File: src/rtl/cpu_axi_arbiter.sv
// cpu_axi_arbiter
//   Merges the core's inst and data SRAM-like ports onto one AXI master.
//   Only one single-beat transaction is in flight at any time.
// Ports:
//   clk_i, rst_i              clock, synchronous active-high reset
//   inst_*_i / inst_*_o       inst port: req/wr/size/addr/wdata in; rdata, addr_ok, data_ok out
//   data_*_i / data_*_o       data port, same set as inst
//   ar*/r*/aw*/w*/b*          AXI master channels (AXI3-style, with wid)
// Parameters:
//   ARB_MODE  0 = data always wins a tie, 1 = last winner loses a tie
//   INST_ID, DATA_ID          AXI IDs stamped on each owner's transactions
module cpu_axi_arbiter #(
  parameter int unsigned ARB_MODE = 0,
  parameter logic [3:0]  INST_ID  = 4'd0,
  parameter logic [3:0]  DATA_ID  = 4'd1
) (
  input  logic        clk_i,
  input  logic        rst_i,
  // inst port
  input  logic        inst_req_i,
  input  logic        inst_wr_i,
  input  logic [1:0]  inst_size_i,
  input  logic [31:0] inst_addr_i,
  input  logic [31:0] inst_wdata_i,
  output logic [31:0] inst_rdata_o,
  output logic        inst_addr_ok_o,
  output logic        inst_data_ok_o,
  // data port
  input  logic        data_req_i,
  input  logic        data_wr_i,
  input  logic [1:0]  data_size_i,
  input  logic [31:0] data_addr_i,
  input  logic [31:0] data_wdata_i,
  output logic [31:0] data_rdata_o,
  output logic        data_addr_ok_o,
  output logic        data_data_ok_o,
  // AXI read address
  output logic [3:0]  arid_o,
  output logic [31:0] araddr_o,
  output logic [3:0]  arlen_o,
  output logic [2:0]  arsize_o,
  output logic [1:0]  arburst_o,
  output logic [1:0]  arlock_o,
  output logic [3:0]  arcache_o,
  output logic [2:0]  arprot_o,
  output logic        arvalid_o,
  input  logic        arready_i,
  // AXI read data
  input  logic [3:0]  rid_i,
  input  logic [31:0] rdata_i,
  input  logic [1:0]  rresp_i,
  input  logic        rlast_i,
  input  logic        rvalid_i,
  output logic        rready_o,
  // AXI write address
  output logic [3:0]  awid_o,
  output logic [31:0] awaddr_o,
  output logic [3:0]  awlen_o,
  output logic [2:0]  awsize_o,
  output logic [1:0]  awburst_o,
  output logic [1:0]  awlock_o,
  output logic [3:0]  awcache_o,
  output logic [2:0]  awprot_o,
  output logic        awvalid_o,
  input  logic        awready_i,
  // AXI write data
  output logic [3:0]  wid_o,
  output logic [31:0] wdata_o,
  output logic [3:0]  wstrb_o,
  output logic        wlast_o,
  output logic        wvalid_o,
  input  logic        wready_i,
  // AXI write response
  input  logic [3:0]  bid_i,
  input  logic [1:0]  bresp_i,
  input  logic        bvalid_i,
  output logic        bready_o
);

  typedef enum logic [2:0] {S_IDLE, S_RADDR, S_RDATA, S_WRITE, S_WRESP} state_e;

  state_e      state_q, state_d;
  logic        owner_q;        // 0 = inst, 1 = data
  logic        last_data_q;    // last grant went to data
  logic        wr_q;
  logic [1:0]  size_q;
  logic [31:0] addr_q, wdata_q;
  logic        aw_done_q, w_done_q;
  logic [31:0] inst_rdata_q, data_rdata_q;
  logic        inst_dok_q, data_dok_q;

  logic        grant_v, grant_data;
  logic        win_wr;
  logic [1:0]  win_size;
  logic [31:0] win_addr, win_wdata;
  logic        aw_fire, w_fire, done;
  logic [1:0]  eff_size;

  // Only one transaction is ever outstanding, so response IDs/status carry no information.
  logic unused_ok;
  assign unused_ok = ^{rid_i, rresp_i, rlast_i, bid_i, bresp_i};

  // Arbitration
  always_comb begin
    grant_data = data_req_i;
    if (inst_req_i && data_req_i)
      grant_data = (ARB_MODE == 0) ? 1'b1 : !last_data_q;
  end

  // Grants are suppressed while reset is asserted; the request would be lost anyway.
  assign grant_v   = (state_q == S_IDLE) && (inst_req_i || data_req_i) && !rst_i;
  assign win_wr    = grant_data ? data_wr_i    : inst_wr_i;
  assign win_size  = grant_data ? data_size_i  : inst_size_i;
  assign win_addr  = grant_data ? data_addr_i  : inst_addr_i;
  assign win_wdata = grant_data ? data_wdata_i : inst_wdata_i;

  assign aw_fire = awvalid_o && awready_i;
  assign w_fire  = wvalid_o && wready_i;
  assign done    = ((state_q == S_RDATA) && rvalid_i) || ((state_q == S_WRESP) && bvalid_i);

  // FSM: state register
  always_ff @(posedge clk_i) begin
    if (rst_i) state_q <= S_IDLE;
    else       state_q <= state_d;
  end

  // FSM: next state
  always_comb begin
    state_d = state_q;
    unique case (state_q)
      S_IDLE:  if (grant_v) state_d = win_wr ? S_WRITE : S_RADDR;
      S_RADDR: if (arready_i) state_d = S_RDATA;
      S_RDATA: if (rvalid_i) state_d = S_IDLE;
      // AW and W may complete in either order or together.
      S_WRITE: if ((aw_done_q || aw_fire) && (w_done_q || w_fire)) state_d = S_WRESP;
      S_WRESP: if (bvalid_i) state_d = S_IDLE;
      default: state_d = S_IDLE;
    endcase
  end

  // FSM: outputs
  always_comb begin
    inst_addr_ok_o = grant_v && !grant_data;
    data_addr_ok_o = grant_v && grant_data;
    arvalid_o      = (state_q == S_RADDR);
    rready_o       = (state_q == S_RDATA);
    awvalid_o      = (state_q == S_WRITE) && !aw_done_q;
    wvalid_o       = (state_q == S_WRITE) && !w_done_q;
    bready_o       = (state_q == S_WRESP);
  end

  // Datapath
  always_ff @(posedge clk_i) begin
    if (rst_i) begin
      owner_q      <= 1'b0;
      last_data_q  <= 1'b1;
      wr_q         <= 1'b0;
      size_q       <= 2'd0;
      addr_q       <= 32'd0;
      wdata_q      <= 32'd0;
      aw_done_q    <= 1'b0;
      w_done_q     <= 1'b0;
      inst_rdata_q <= 32'd0;
      data_rdata_q <= 32'd0;
      inst_dok_q   <= 1'b0;
      data_dok_q   <= 1'b0;
    end else begin
      if (grant_v) begin
        owner_q     <= grant_data;
        last_data_q <= grant_data;
        wr_q        <= win_wr;
        size_q      <= win_size;
        addr_q      <= win_addr;
        wdata_q     <= win_wdata;
      end
      if (state_q == S_WRITE) begin
        aw_done_q <= aw_done_q || aw_fire;
        w_done_q  <= w_done_q || w_fire;
      end else begin
        aw_done_q <= 1'b0;
        w_done_q  <= 1'b0;
      end
      if ((state_q == S_RDATA) && rvalid_i) begin
        if (owner_q) data_rdata_q <= rdata_i;
        else         inst_rdata_q <= rdata_i;
      end
      inst_dok_q <= done && !owner_q;
      data_dok_q <= done && owner_q;
    end
  end

  assign inst_rdata_o   = inst_rdata_q;
  assign data_rdata_o   = data_rdata_q;
  assign inst_data_ok_o = inst_dok_q;
  assign data_data_ok_o = data_dok_q;

  // Size 3 is treated as a word access.
  assign eff_size = (size_q == 2'd3) ? 2'd2 : size_q;

  always_comb begin
    wstrb_o = 4'b1111;
    case (eff_size)
      2'd0:    wstrb_o = 4'b0001 << addr_q[1:0];
      2'd1:    wstrb_o = addr_q[1] ? 4'b1100 : 4'b0011;
      default: wstrb_o = 4'b1111;
    endcase
  end

  // Fixed and latched AXI fields
  assign arid_o    = owner_q ? DATA_ID : INST_ID;
  assign araddr_o  = addr_q;
  assign arlen_o   = 4'd0;
  assign arsize_o  = {1'b0, eff_size};
  assign arburst_o = 2'b01;
  assign arlock_o  = 2'd0;
  assign arcache_o = 4'd0;
  assign arprot_o  = 3'd0;

  assign awid_o    = arid_o;
  assign awaddr_o  = addr_q;
  assign awlen_o   = 4'd0;
  assign awsize_o  = {1'b0, eff_size};
  assign awburst_o = 2'b01;
  assign awlock_o  = 2'd0;
  assign awcache_o = 4'd0;
  assign awprot_o  = 3'd0;

  assign wid_o     = awid_o;
  assign wdata_o   = wdata_q;
  assign wlast_o   = 1'b1;

  // wr_q is kept for debug visibility of the latched request.
  logic unused_wr;
  assign unused_wr = wr_q;

endmodule

File: config.mk
export PLATFORM = sky130hd
export DESIGN_NAME = cpu_axi_arbiter
export DESIGN_NICKNAME = d
export VERILOG_FILES = /design/src/rtl/cpu_axi_arbiter.sv
export SDC_FILE = /design/constraint.sdc
export NUM_CORES = 1
export LEC_CHECK = 0
export BUFFER_PORTS_ARGS = -buffer_cell sky130_fd_sc_hd__buf_2
export CAP_MARGIN = 20
export CORE_AREA = 2 2 161 163
export DETAILED_ROUTE_END_ITERATION = 12
export DIE_AREA = 0 0 163 165
export PLACE_DENSITY = 0.49
export SLEW_MARGIN = 20
export SYNTH_ARGS = -nofsm -noshare
export SYNTH_HDL_FRONTEND = slang
export SYNTH_SLANG_ARGS = --single-unit
File: constraint.sdc
create_clock -name clk_i -period 1.7 [get_ports clk_i]
set_input_delay 0.085 -clock clk_i [delete_from_list [all_inputs] [get_ports clk_i]]
set_output_delay 0.085 -clock clk_i [all_outputs]
set_load 0.02 [all_outputs]
==> impl_metrics.tcl <==
set metrics [dict create \
    status "finished clean" \
    dp_cells 1327 \
    maxSlewViolCount 0 \
    power_frac_comb 0.356 \
    grtUsageTotal 0.150 \
    sequentialPowerShare 0.342 \
    rsz0062_at_grt "yes" \
    htree_levels 4 \
    core-area_mm2 0.0250 \
    area_growth_pct 50.2 \
    drtPass1Iterations 6 \
    placed_cell_area_mm2 0.00796 \
    cp_max_fo 4 \
    setup_tns_ps 0 \
    fin_ws_ps 18.8 \
    tritoncts "done" \
    path_clk_slew_ps 60 \
    hold_viol_final 0 \
    place_hpwl_um 15100 \
    synth_top_area_cell "dfxtp_1" \
    min_period_ps 1680 \
    crit_required_ps 1620 \
    worstMarginPinSlew_ps 911 \
    synth_area_leaders "dfxtp_1, buf_4, mux2i_1, nand2_1, a211oi_1" \
    drt_wl_total_um 21800 \
    routed_via_density 4.25 \
    core.rowCount 58 \
    final_area_mm2 0.00940 \
    ys_seq_area_frac 0.442 \
    ir_drop_v 0.000495 \
    maxCapViolations 0 \
    setup_viol_count_final 0 \
    wl_per_cell_um 15.2 \
    worstSetupEndpointType "primary output" \
    fin_crit_sh 0.989 \
    gp_congestion 0.747 \
    pwr-share-clk 0.302 \
    clkLatencyLatePin_ps 420 \
    clk_path_buf_depth 2 \
    port_buffers 354 \
    dp_slack_ps 133 \
    ys_warn_count 0 \
    grt_pass1_wl_um 30900 \
    layout.nets 1276 \
    layout-drive-gt1-share 0.411 \
    cts.sink_count 138 \
    cts_buffers 17 \
    synth_top_area_share 0.442 \
    num_vias 6099 \
    crit_arrival_ps 1600 \
    synthCells 715 \
    gr-total-overflow 0 \
    fmax_mhz 595 \
    cts_root_buffer "clkbuf_16" \
    synth_area_per_cell_um2 8.75 \
    fin_cells 1434 \
    startpoint_type "flop" \
    antenna_found_initial 4 \
    hp-class "input port to flop" \
    p_per_area_mw_per_mm2 1270 \
    skew_ps 10.6 \
    max_slew_margin 0.392 \
    grt_pass1_vias 5761 \
    netSwitchingFraction 0.367 \
    p_int_uw 7550 \
    drc 0 \
    p_leak_uw 0.00449 \
    grt_max_degree 75 \
    die_w_um 163 \
    syn_area_mm2 0.00626 \
    die_area_mm2 0.0269 \
    ios 410 \
    postRouteAntennaNets 0 \
    synth.distinct_cells 33 \
    die_h_um 165 \
    p_sw_uw 4380 \
    drt_iter0_drc 293 \
    ys_ff_latch 138 \
    path_class "flop to primary output" \
    start_util 0.250 \
]
## metal layers
| metal | GRT usage | wire length (um) |
|---|---|---|
| met4 | 0.0326 | 170 |
| met5 | 0 | 26 |
| met2 | 0.275 | 11300 |
| met1 | 0.164 | 8570 |
| met3 | 0.0570 | 1690 |
## cells by family (layout without fill, tap and decap cells)
logic type / count (synthesis) / in the layout / share of synthesized area
AOI/OAI and AO/OA: 145 / 145 / 0.159
buffers and inverters: 137 / 483 / 0.145
DFF: 138 / 138 / 0.442
muxes: 67 / 67 / 0.107
other: 2 / 45 / 0.00120
and+or+nand+nor: 226 / 226 / 0.146
## final timing paths
check,slack (ps),cells past startpoint,endpoint,start
setup reg to reg,70,6,inst_rdata_o[6],state_q[0]
hold / removal,20,3,araddr_o[16],inst_addr_i[16]
hold reg to reg,450,2,data_rdata_o[31],data_rdata_o[31]
setup / recovery,20,6,inst_addr_ok_o,state_q[0]
## cell usage in the layout (no fill, tap or decap), types with 2 or more instances in the layout
cell type and instances:
inv_1 4, nor2b_1 3, mux2i_1 67, buf_12 7, o21bai_1 3, diode_2 3, buf_4 21, nand2_2 6
dfxtp_1 135, buf_2 350, nor3b_1 2, a21oi_2 9, dlygate4sd3_1 61, a21oi_1 56, nor2_1 73, clkinvlp_4 3
nand2b_1 2, dfxtp_2 3, and2_1 2, a21o_1 4, clkbuf_16 20, a211oi_2 13, clkbuf_1 2, conb_1 42
nand2_1 126, a211oi_1 54, inv_6 5, nor3_1 3, buf_6 4, clkbuf_8 2
## state kept, by name, indices dropped and copies added (netlist names)
name,count
inst_rdata_o,32
w_done_q,1
state_q,3
owner_q,1
size_q,2
aw_done_q,1
data_data_ok_o,1
wdata_o,32
araddr_o,32
data_rdata_o,32
inst_data_ok_o,1
## power groups by stage
stage                     combinational (uW)  sequential [uW]  clock, uW
after floorplan                         2260             4650          0
after global placement                  3850             4120          0
after detailed placement                3870             4130          0
after CTS                               4150             4070       3730
after global routing                    4600             4150       3890
final                                   4250             4070       3600
## layout make-up
class | instances | area, um^2
inverters | 4 | 15.0
multi-input cells | 480 | 2810
repair buffers | 447 | 2810
well taps | 330 | 413
flip-flops and latches | 138 | 2770
clock inverters | 11 | 110
clock buffers | 21 | 460
fillers | 2657 | 15600
diodes | 3 | 7.51
## timing repair
action,CTS,global route
cloned,1,4
buffers inserted,6,1
setup endpoints to repair,2,108
hold buffers,60,1
gates resized for setup,8,21
pin swaps,2,6
hold endpoints to repair,86,1
## metrics by stage
step                      utilization  hold WS (ps)  power [uW]
after floorplan                     -           221        6910
after global placement          0.318           340        7970
after detailed placement        0.318           344        8000
after CTS                       0.369         0.533       11900
after global routing            0.375          2.80       12600
final                           0.375          17.7       11900
## synthesized netlist by cell type (all sizes together)
cell type	number
o311ai	1
conb	2
nor3	3
nand3b	1
a311oi	1
nand3	1
or4	1
nor2b	4
a31o	1
o21bai	3
nand2b	2
and3b	1
buf	119
a21oi	65
inv	4
a211oi	67
nand2	132
nor4b	1
a41oi	1
nor3b	2
dfxtp	138
a22oi	1
and2	3
o21ai	1
clkbuf	14
a21o	4
mux2i	67
nor2	74
and4bb	1
## critical path: stages (launching register included)
cell and delay (ps):
dfxtp_2 330, nor2_4 100, nor4b_4 240, buf_12 160, buf_12 90, nor2b_1 110, buf_4 150
(Power assumes the default switching activity.)
